==> src/rtl/pin_pkg.sv <==
`default_nettype none
// ============================================================================
// pin_pkg : action codes, key codes and state type for the PIN keypad front end
// Rev 1.0
// ============================================================================
package pin_pkg;

  // Action codes shared with the session FSM
  localparam logic [4:0] ACT_IDLE     = 5'b00000;
  localparam logic [4:0] ACT_WAIT_PIN = 5'b00011;
  localparam logic [4:0] ACT_PIN_SUB  = 5'b00100;
  localparam logic [4:0] ACT_MENU     = 5'b00101;

  localparam logic [3:0] KEY_CLR = 4'hA;
  localparam logic [3:0] KEY_ENT = 4'hB;
  localparam logic [3:0] KEY_CAN = 4'hC;

  typedef enum logic [2:0] {
    ST_IDLE    = 3'd0,
    ST_COLLECT = 3'd1,
    ST_SUBMIT  = 3'd2,
    ST_RESULT  = 3'd3,
    ST_LOCKED  = 3'd4
  } pin_state_e;

  function automatic logic is_digit(input logic [3:0] code);
    return code <= 4'd9;
  endfunction

endpackage
`default_nettype wire

==> src/rtl/pin_entry_ctrl_if.sv <==
`default_nettype none
// ============================================================================
// pin_entry_ctrl_if : keypad / FSM-side signals of the PIN entry front end
// Rev 1.0
// ============================================================================
interface pin_entry_ctrl_if;

  logic       key_valid;
  logic [3:0] key_code;
  logic [4:0] action;
  logic       ep;
  logic [3:0] InPass;
  logic       cnl_req;
  logic       locked;
  logic [2:0] digit_cnt;

  modport master (
    output key_valid, key_code, action,
    input  ep, InPass, cnl_req, locked, digit_cnt
  );

  modport slave (
    input  key_valid, key_code, action,
    output ep, InPass, cnl_req, locked, digit_cnt
  );

endinterface
`default_nettype wire

==> src/rtl/pin_timeout_timer.sv <==
`default_nettype none
// ============================================================================
// pin_timeout_timer : reloadable down-counter, expire flags the last idle cycle
// Rev 1.0
// ============================================================================
module pin_timeout_timer #(
  parameter int TIMEOUT_CYC = 1000
) (
  input  wire logic clk,
  input  wire logic rst,
  input  wire logic clr,
  input  wire logic en,
  output logic      expire
);

  localparam int               CNT_W    = (TIMEOUT_CYC > 1) ? $clog2(TIMEOUT_CYC) : 1;
  localparam logic [CNT_W-1:0] CNT_LOAD = CNT_W'(TIMEOUT_CYC - 1);

  logic [CNT_W-1:0] cnt_q;
  logic [CNT_W-1:0] cnt_d;

  // The count holds the idle cycles still allowed; zero means this is the last one
  always_comb begin
    cnt_d = cnt_q;
    if (clr) begin
      cnt_d = CNT_LOAD;
    end else if (en && (cnt_q != '0)) begin
      cnt_d = cnt_q - 1'b1;
    end
  end

  always_ff @(posedge clk or posedge rst) begin
    if (rst) begin
      cnt_q <= CNT_LOAD;
    end else begin
      cnt_q <= cnt_d;
    end
  end

  assign expire = en && (cnt_q == '0);

endmodule
`default_nettype wire

==> src/rtl/pin_entry_ctrl.sv <==
`default_nettype none
// ============================================================================
// pin_entry_ctrl : assembles keypad digits into InPass, strobes ep, and
//                  enforces retry limit and inactivity timeout via cnl_req
// Rev 1.0
// ============================================================================
module pin_entry_ctrl
  import pin_pkg::*;
#(
  parameter int PIN_DIGITS  = 2,
  parameter int ACC_W       = 7,
  parameter int MAX_TRIES   = 3,
  parameter int TIMEOUT_CYC = 1000
) (
  input  wire logic       clk,
  input  wire logic       CNL,
  pin_entry_ctrl_if.slave bus
);

  localparam int               TRY_W     = $clog2(MAX_TRIES + 1);
  localparam logic [2:0]       DIGITS_C  = 3'(PIN_DIGITS);
  localparam logic [TRY_W-1:0] TRIES_MAX = TRY_W'(MAX_TRIES);

  pin_state_e       state_q, state_d;
  logic [ACC_W-1:0] acc_q, acc_d;
  logic [TRY_W-1:0] tries_q, tries_d;
  logic [3:0]       inpass_q, inpass_d;
  logic [2:0]       digit_cnt_q, digit_cnt_d;
  logic             ep_q, ep_d;
  logic             cnl_req_q, cnl_req_d;
  logic             locked_q, locked_d;

  logic             key_digit, key_clr, key_ent, key_can;
  logic             wait_pin, act_menu;
  logic [TRY_W-1:0] tries_inc;
  logic             tmr_clr, tmr_en, tmr_expire;

  assign key_digit = bus.key_valid && is_digit(bus.key_code);
  assign key_clr   = bus.key_valid && (bus.key_code == KEY_CLR);
  assign key_ent   = bus.key_valid && (bus.key_code == KEY_ENT);
  assign key_can   = bus.key_valid && (bus.key_code == KEY_CAN);
  assign wait_pin  = (bus.action == ACT_WAIT_PIN);
  assign act_menu  = (bus.action == ACT_MENU);
  assign tries_inc = tries_q + 1'b1;

  // Any key press restarts the idle window; outside COLLECT it stays parked at full
  assign tmr_clr = (state_q != ST_COLLECT) || bus.key_valid;
  assign tmr_en  = (state_q == ST_COLLECT) && !bus.key_valid;

  pin_timeout_timer #(
    .TIMEOUT_CYC (TIMEOUT_CYC)
  ) u_timer (
    .clk    (clk),
    .rst    (CNL),
    .clr    (tmr_clr),
    .en     (tmr_en),
    .expire (tmr_expire)
  );

  always_ff @(posedge clk or posedge CNL) begin
    if (CNL) begin
      state_q     <= ST_IDLE;
      acc_q       <= '0;
      tries_q     <= '0;
      inpass_q    <= '0;
      digit_cnt_q <= '0;
      ep_q        <= 1'b0;
      cnl_req_q   <= 1'b0;
      locked_q    <= 1'b0;
    end else begin
      state_q     <= state_d;
      acc_q       <= acc_d;
      tries_q     <= tries_d;
      inpass_q    <= inpass_d;
      digit_cnt_q <= digit_cnt_d;
      ep_q        <= ep_d;
      cnl_req_q   <= cnl_req_d;
      locked_q    <= locked_d;
    end
  end

  // Cancel key and timeout outrank the FSM walking away from the PIN stage
  always_comb begin
    state_d = state_q;
    case (state_q)
      ST_IDLE: begin
        if (wait_pin) state_d = ST_COLLECT;
      end
      ST_COLLECT: begin
        if (key_can || tmr_expire) begin
          state_d = ST_IDLE;
        end else if (!wait_pin) begin
          state_d = ST_IDLE;
        end else if (key_ent && (digit_cnt_q == DIGITS_C)) begin
          state_d = ST_SUBMIT;
        end
      end
      ST_SUBMIT: begin
        state_d = ST_RESULT;
      end
      ST_RESULT: begin
        if (act_menu) begin
          state_d = ST_IDLE;
        end else if (wait_pin) begin
          state_d = (tries_inc == TRIES_MAX) ? ST_LOCKED : ST_COLLECT;
        end else begin
          state_d = ST_IDLE;
        end
      end
      ST_LOCKED: begin
        state_d = ST_LOCKED;
      end
      default: begin
        state_d = ST_IDLE;
      end
    endcase
  end

  always_comb begin
    acc_d       = acc_q;
    tries_d     = tries_q;
    inpass_d    = inpass_q;
    digit_cnt_d = digit_cnt_q;
    ep_d        = 1'b0;
    cnl_req_d   = 1'b0;
    locked_d    = locked_q;
    case (state_q)
      ST_COLLECT: begin
        if (key_can || tmr_expire) begin
          cnl_req_d = 1'b1;
          tries_d   = '0;
        end else if (state_d == ST_SUBMIT) begin
          inpass_d = acc_q[3:0];
          ep_d     = 1'b1;
        end else if (state_d == ST_COLLECT) begin
          if (key_clr) begin
            acc_d       = '0;
            digit_cnt_d = '0;
          end else if (key_digit && (digit_cnt_q < DIGITS_C)) begin
            acc_d       = (acc_q * ACC_W'(10)) + ACC_W'(bus.key_code);
            digit_cnt_d = digit_cnt_q + 3'd1;
          end
        end
      end
      ST_RESULT: begin
        if (act_menu) begin
          tries_d = '0;
        end else if (wait_pin) begin
          tries_d = tries_inc;
          if (state_d == ST_LOCKED) begin
            cnl_req_d = 1'b1;
            locked_d  = 1'b1;
          end
        end
      end
      default: begin
      end
    endcase
    // A partial entry never survives leaving the PIN stage or a failed attempt
    if ((state_d == ST_IDLE) || (state_d == ST_LOCKED) ||
        ((state_q == ST_RESULT) && (state_d == ST_COLLECT))) begin
      acc_d       = '0;
      digit_cnt_d = '0;
    end
  end

  assign bus.ep        = ep_q;
  assign bus.InPass    = inpass_q;
  assign bus.cnl_req   = cnl_req_q;
  assign bus.locked    = locked_q;
  assign bus.digit_cnt = digit_cnt_q;

endmodule
`default_nettype wire

==> src/flat_wrapper.sv <==
// flat-port wrapper written by rule: the top's interface ports become plain ports
module pin_entry_ctrl_flat import pin_pkg::*;
#(
  parameter int PIN_DIGITS  = 2,
  parameter int ACC_W       = 7,
  parameter int MAX_TRIES   = 3,
  parameter int TIMEOUT_CYC = 1000
)
  (clk, CNL, bus_key_valid, bus_key_code, bus_action, bus_ep, bus_InPass, bus_cnl_req, bus_locked, bus_digit_cnt);
  pin_entry_ctrl_if bus_i ();
  input  wire logic clk;
  input  wire logic CNL;
  input wire logic [$bits(bus_i.key_valid)-1:0] bus_key_valid;
  input wire logic [$bits(bus_i.key_code)-1:0] bus_key_code;
  input wire logic [$bits(bus_i.action)-1:0] bus_action;
  output wire logic [$bits(bus_i.ep)-1:0] bus_ep;
  output wire logic [$bits(bus_i.InPass)-1:0] bus_InPass;
  output wire logic [$bits(bus_i.cnl_req)-1:0] bus_cnl_req;
  output wire logic [$bits(bus_i.locked)-1:0] bus_locked;
  output wire logic [$bits(bus_i.digit_cnt)-1:0] bus_digit_cnt;
  assign bus_i.key_valid = bus_key_valid;
  assign bus_i.key_code = bus_key_code;
  assign bus_i.action = bus_action;
  assign bus_ep = bus_i.ep;
  assign bus_InPass = bus_i.InPass;
  assign bus_cnl_req = bus_i.cnl_req;
  assign bus_locked = bus_i.locked;
  assign bus_digit_cnt = bus_i.digit_cnt;
  pin_entry_ctrl #(.PIN_DIGITS(PIN_DIGITS), .ACC_W(ACC_W), .MAX_TRIES(MAX_TRIES), .TIMEOUT_CYC(TIMEOUT_CYC)) u_core (.clk(clk), .CNL(CNL), .bus(bus_i));
endmodule
==> config.mk <==
export PLATFORM = sky130hd
export DESIGN_NAME = pin_entry_ctrl_flat
export DESIGN_NICKNAME = d
export VERILOG_FILES = /design/src/rtl/pin_pkg.sv /design/src/rtl/pin_entry_ctrl_if.sv /design/src/rtl/pin_timeout_timer.sv /design/src/rtl/pin_entry_ctrl.sv /design/src/flat_wrapper.sv
export SDC_FILE = /design/constraint.sdc
export NUM_CORES = 1
export LEC_CHECK = 0
export CORE_MARGIN = 3
export CORE_UTILIZATION = 40
export DETAILED_ROUTE_END_ITERATION = 10
export GPL_TIMING_DRIVEN = 0
export SLEW_MARGIN = 10
export SYNTH_ARGS = -nofsm -noshare
export SYNTH_HDL_FRONTEND = slang
export SYNTH_HIERARCHICAL = 1
export SYNTH_SLANG_ARGS = --single-unit
==> constraint.sdc <==
create_clock -name clk -period 2.85 [get_ports clk]
set_clock_uncertainty 0.05 [all_clocks]
set_input_delay 0.7125 -clock clk [delete_from_list [all_inputs] [get_ports clk]]
set_output_delay 0.7125 -clock clk [all_outputs]
set_load 0.005 [all_outputs]
==> impl_metrics.csv, run 1 <==
group,metric,value,unit
run_status,status,"finished, final reports clean",
timing,holdWs,0.434,ns
cts,numCtsBuffers,5,
timing,fmax,369,MHz
timing,slew_viol_final,0,
place,hpwlAfterDp,3270,µm
synth,ys_ff_latch,29,
floorplanning,dieArea,5520,µm²
timing,setup_viol,0,
finish,n_antenna_cell,0,
synth,synth_flop_cell,"dfrtp_1",
timing,finalHoldViolCount,0,
route,antenna_left,0,
critical_path,cp-start-kind,"flip-flop",
cts,cts_tree,"built",
synth,ys_types,59,
critical_path,crit_type,"flip-flop to flip-flop",
route,drc,0,
cts,clock-sinks,29,
power,power_density,357,nW/µm²
timing,fin_ws,0.137,ns
critical_path,cp-end-kind,"flip-flop",
timing,fin_crit_sh,95.2,%
job,maxCapViolations,0,
cts,htree_levels,2,
route,post_drt_via_cell_ratio,5.92,
global_routing,grt_usage,18.3,%
cts,clock_latency,0.28,ns
global_routing,grt_max_degree,20,
critical_path,required,3.00,ns
place,portBuffers,20,
finish,nNetsFinal,234,
timing,slew_headroom,51.5,%
cts,cts_buffer_depth,2,
finish,drive_gt1_share,22.7,%
route,drt-total-wl,4390,µm
timing,worst_pin_slew,0.727,ns
synth,yosysWarnings,6,
route,dr.pass1.iters,4,
route,wl_per_cell,16.4,µm
finish,area_delta_synth_final,21.4,%
worst_hold_path,hold_path_class,"flip-flop to flip-flop",
floorplanning,boundaryPins,22,
route,vias,1587,
cts,clk_pin_slew,0.07,ns
floorplanning,rows,24,
power,ir_worst_vdd,0.000164,V
finish,final_common_cell,"dfrtp_1",
synth,ys_seq_area_share,39.4,%
synth,syn_area,1870,µm²
cts,root_buffer,"clkbuf_8",
power,leakagePower,0.862,nW
global_routing,antenna_found_initial,0,
place,place.gp.congestion,0.910,
synth,avgSynthCellArea,10.0,µm²
timing,min_period,2.71,ns
synth,syn_nets,205,
global_routing,grt_overflow,0,
critical_path,crit_path_max_fanout,5,
global_routing,grt_pass1_wl,7740,µm
floorplanning,fp.coreArea,4440,µm²
synth,synth_edf_count,0,
finish,final_cell_mix,"dfrtp_1 (20), clkdlybuf4s50_1 (19), nand3_1 (12), inv_1 (12), dfstp_2 (8)",
floorplanning,initial_utilization,42.0,%
floorplanning,die_width,74.3,µm
place,place_ws,-0.755,ns
synth,async_flop_share,100,%
critical_path,crit_arrival,2.87,ns
floorplanning,die_height,74.3,µm
global_routing,first_global_vias,1661,
route,drt_iter0_drc,78,
synth,syn_inst,186,
## power by group
part,leakage (nW),switching (mW),internal [mW]
Clock,0.0439,0.170,0.168
Sequential,0.376,0.00110,0.413
Combinational,0.443,0.0309,0.0260
## registers in the layout, indices dropped and copies added (netlist names)
name / count
u_core/u_timer/cnt_q: 10
u_core/acc_q: 4
u_core/state_q: 3
u_core/bus.cnl_req: 1
u_core/bus.InPass: 4
u_core/bus.ep: 1
u_core/bus.locked: 1
u_core/bus.digit_cnt: 3
u_core/tries_q: 2
## routing by layer
metal | part of all wire, % | vias to the layer above | GRT usage (%) | routed length [µm]
li1 | - | 773 | - | -
met1 | 45 | 769 | 22.4 | 1960
met2 | 51 | 35 | 30.2 | 2220
met3 | 2.9 | 10 | 4.59 | 127
met4 | 2.1 | 0 | 8.30 | 91
met5 | 0 | - | 0 | 0
## cell usage after synthesis, types with 3 or more instances
library cell	n	area (µm²)
nor3b_1	3	22.5
o31ai_1	3	22.5
nand2_1	7	26.3
buf_2	4	20.0
inv_1	12	45.0
nand4_1	6	37.5
a21oi_1	6	30.0
dfrtp_1	21	526
or2_2	3	18.8
dfstp_2	8	210
o21a_1	3	22.5
nand3_1	13	65.1
nand3b_1	3	22.5
or4_1	3	22.5
mux2i_1	7	70.1
mux2_2	4	45.0
nand2b_1	4	25.0
a31oi_1	5	31.3
o22ai_1	4	25.0
nor3_1	7	35.0
or3b_2	3	26.3
ha_1	6	75.1
o21ai_0	4	20.0
## stage by stage
step | area [µm²] | total power, mW | std cells | utilization [%] | TNS (ns)
floorplan | 1870 | 0.451 | 186 | - | 0
global placement | 2130 | 0.477 | 258 | 48.0 | -7.62
detailed placement | 2130 | 0.478 | 258 | 48.0 | -8.70
CTS | 2250 | 0.819 | 268 | 50.7 | 0
global route | 2270 | 0.846 | 268 | 51.0 | -0.0462
finish | 2270 | 0.809 | 268 | 51.0 | 0
## layout make-up
type,instances,area [µm²]
multi-input cells,137,1060
flip-flops and latches,29,737
repair buffers,22,220
well taps,52,65.1
inverters,12,45.0
fillers,432,2180
plain buffers,8,51.3
clock buffers,5,68.8
clock inverters,3,17.5
## repair_timing
action                     in CTS  in global routing
resized for setup               8                  4
hold buffers                    0                  0
pin swaps                       1                  1
buffers inserted                2                  0
setup endpoints to repair      13                 10
## worst paths after layout
| path | from | endpoint | slack (ns) | depth (start not counted) |
|---|---|---|---|---|
| max | u_core/u_timer/cnt_q[1] | u_core/acc_q[3] | 0.14 | 10 |
| min | u_core/tries_q[0] | u_core/tries_q[0] | 0.43 | 1 |
| max reg2reg | u_core/u_timer/cnt_q[1] | u_core/acc_q[3] | 0.14 | 10 |
| min reg2reg | u_core/tries_q[0] | u_core/tries_q[0] | 0.43 | 1 |
| max in group asynchronous | CNL | u_core/state_q[2] | 1.41 | 2 |
| min in group asynchronous | CNL | u_core/u_timer/cnt_q[4] | 0.69 | 2 |
## logic make-up after synthesis
kind of cell             after synthesis  synth area share, %
AND/OR/NAND/NOR                       70                 23.8
AO/OA/AOI/OAI                         45                 18.6
adder cells (fa/ha/maj)                7                 5.09
XOR/XNOR                               4                 1.88
flip-flops                            29                 39.4
multiplexers                          11                 6.17
buffers and inverters                 20                 5.09
## critical path, stage by stage, from the launching register on
cell and delay (ns):
dfstp_2 0.57, inv_1 0.07, ha_2 0.20, nand2b_4 0.10, nor2_1 0.06, and3_1 0.19
or4b_1 0.50, a31o_1 0.24, a2111oi_4 0.25, buf_6 0.19, mux2i_1 0.21
Note: power is estimated with default switching activity, not from simulation.
==> run 2, diff against run 1 <==
Settings changed: REMOVE_ABC_BUFFERS set to 1, SLEW_MARGIN 10 to 5.
==> run 2 against run 1 <==
Effect of this change:
- sequential share of layout area rose by 0.38 points
- total power rose by 1.7%
- critical path depth fell by 1
- routed wire length fell by 1.4%
- die area did not move
- sequential cell count did not move
- design area fell by 1.2%
- non-clock buffer count fell by 6
- critical path type is now primary input to flip-flop
- largest cell class unchanged
==> impl_metrics.csv, run 2 (synthesis gave the netlist of run 1 again) <==
group,metric,value,unit
run_status,status,"finished, final reports clean",
cts,clock_latency,0.29,ns
floorplanning,boundaryPins,22,
critical_path,required,3.01,ns
floorplanning,rows,24,
critical_path,cp-end-kind,"flip-flop",
floorplanning,initial_utilization,42.0,%
power,ir_worst_vdd,0.000191,V
finish,largest_register_ff_count,10,
power,p_int,609,µW
finish,drive_gt1_share,20.0,%
route,drc,0,
route,wl_met3,177,µm
global_routing,antenna_found_initial,0,
global_routing,grt_pass1_wl,7270,µm
finish,nNetsFinal,228,
cts,holdBufCountCts,0,
route,wl_met2,2090,µm
route,drt-total-wl,4330,µm
timing,fmax,367,MHz
route,drt-met1-wl,2000,µm
global_routing,grt_usage,17.1,%
cts,htree_levels,2,
cts,cts_tree,"built",
route,top_layer,"met4",
finish,design_area,2240,µm²
floorplanning,die_width,74.3,µm
route,vias,1582,
finish,final_cell_mix,"clkdlybuf4s50_1 (20), dfrtp_1 (20), nand3_1 (12), inv_1 (12), dfstp_2 (8)",
finish,n_fill_cell,413,
route,wl_per_cell,16.5,µm
power,p_seq_share,50.3,%
timing,worst_pin_slew,0.761,ns
cts,root_buffer,"clkbuf_8",
place,hpwlAfterDp,3080,µm
global_routing,grt_overflow,0,
power,p_sw,213,µW
finish,n_antenna_cell,0,
timing,min_period,2.72,ns
power,swShare,25.9,%
critical_path,crit_arrival,2.88,ns
timing,finalHoldViolCount,0,
floorplanning,fp.coreArea,4440,µm²
place,place_area,2090,µm²
floorplanning,die_height,74.3,µm
timing,finalSetupTns,0,ns
cts,clk_pin_slew,0.07,ns
route,post_drt_via_cell_ratio,6.04,
timing,slew_viol_final,0,
critical_path,crit_type,"primary input to flip-flop",
critical_path,crit_path_max_fanout,9,
finish,top_register,"u_core/u_timer/cnt_q",
floorplanning,dieArea,5520,µm²
timing,fin_ws,0.128,ns
power,combPwrFrac,6.9,%
route,drt_iter0_drc,73,
power,clkPwrFrac,42.8,%
finish,area_delta_synth_final,20.0,%
place,place_ws,-1.02,ns
power,leakagePower,0.835,nW
place,portBuffers,21,
route,dr.pass1.iters,4,
finish,utilization,50.4,%
cts,numCtsBuffers,5,
critical_path,cp-start-kind,"primary input",
power,total_power,823,µW
route,antenna_left,0,
power,power_density,367,nW/µm²
timing,slew_headroom,49.2,%
global_routing,first_global_vias,1509,
place,place.gp.congestion,0.902,
global_routing,grt_max_degree,20,
timing,fin_crit_sh,95.5,%
job,maxCapViolations,0,
cts,clock-sinks,29,
timing,setup_viol,0,
timing,grt_setup_unrepaired,"no",
worst_hold_path,hold_path_class,"flip-flop to flip-flop",
cts,cts_buffer_depth,2,
==> run 2: cell types whose count changed in the layout (fill, tap and decap cells not counted), sizes merged <==
| cell | previous run | this run |
|---|---|---|
| clkbuf | 7 | 5 |
| clkinvlp | 1 | 3 |
| clkdlybuf4s50 | 19 | 20 |
| clkinv | 2 | 0 |
| buf | 8 | 3 |
==> run 2: path summary, 6_finish.rpt <==
path | start | endpoint | slack, ns | depth (start not counted)
max | bus_key_valid | u_core/bus.digit_cnt[0] | 0.13 | 9
min | u_core/bus.locked | u_core/bus.locked | 0.43 | 1
max reg2reg | u_core/u_timer/cnt_q[0] | u_core/bus.digit_cnt[0] | 0.17 | 10
min reg2reg | u_core/bus.locked | u_core/bus.locked | 0.43 | 1
max in group asynchronous | CNL | u_core/state_q[2] | 1.38 | 2
min in group asynchronous | CNL | u_core/u_timer/cnt_q[3] | 0.67 | 2
==> run 2: per-stage QoR <==
| step | instances | hold WS, ns |
|---|---|---|
| 2_1_floorplan | 178 | 0.400 |
| 3_3_place_gp | 251 | 0.416 |
| 3_5_place_dp | 251 | 0.427 |
| 4_1_cts | 262 | 0.445 |
| 5_1_grt | 262 | 0.449 |
| 6_report | 262 | 0.429 |
==> run 2: cell type report <==
type | count | area (µm²) | area share (%)
multi-input cells | 137 | 1070 | 47.7
flip-flops and latches | 29 | 737 | 32.9
repair buffers | 24 | 233 | 10.4
clock buffers | 5 | 68.8 | 3.07
well taps | 52 | 65.1 | 2.90
inverters | 12 | 45.0 | 2.01
clock inverters | 3 | 22.5 | 1.01
==> run 2: timing repair <==
| action | CTS | global route |
|---|---|---|
| buffers inserted | 3 | 0 |
| endpoints found under the setup margin | 17 | 11 |
| pin swaps | 2 | 1 |
| resized for setup | 4 | 5 |
==> run 2: routing by layer <==
metal | GRT usage [%] | vias to the layer above
met4 | 6.13 | 0
met5 | 0 | -
li1 | - | 765
met1 | 23.1 | 777
met3 | 4.32 | 8
met2 | 26.7 | 32
==> run 2: power by group through the flow <==
stage / sequential, mW / combinational [mW] / clock, mW
after floorplan: 0.421 / 0.0272 / 0
after global placement: 0.421 / 0.0543 / 0
after detailed placement: 0.421 / 0.0559 / 0
after CTS: 0.414 / 0.0561 / 0.365
after global routing: 0.414 / 0.0620 / 0.383
final: 0.414 / 0.0566 / 0.352
==> run 2: worst max-delay path: stages <==
cell and delay (ns):
clkdlybuf4s15_1 0.32, or3_4 0.18, inv_1 0.11, and3_1 0.20, or4b_1 0.50, a31o_1 0.24, a2111oi_4 0.21, buf_4 0.19
mux2i_1 0.21
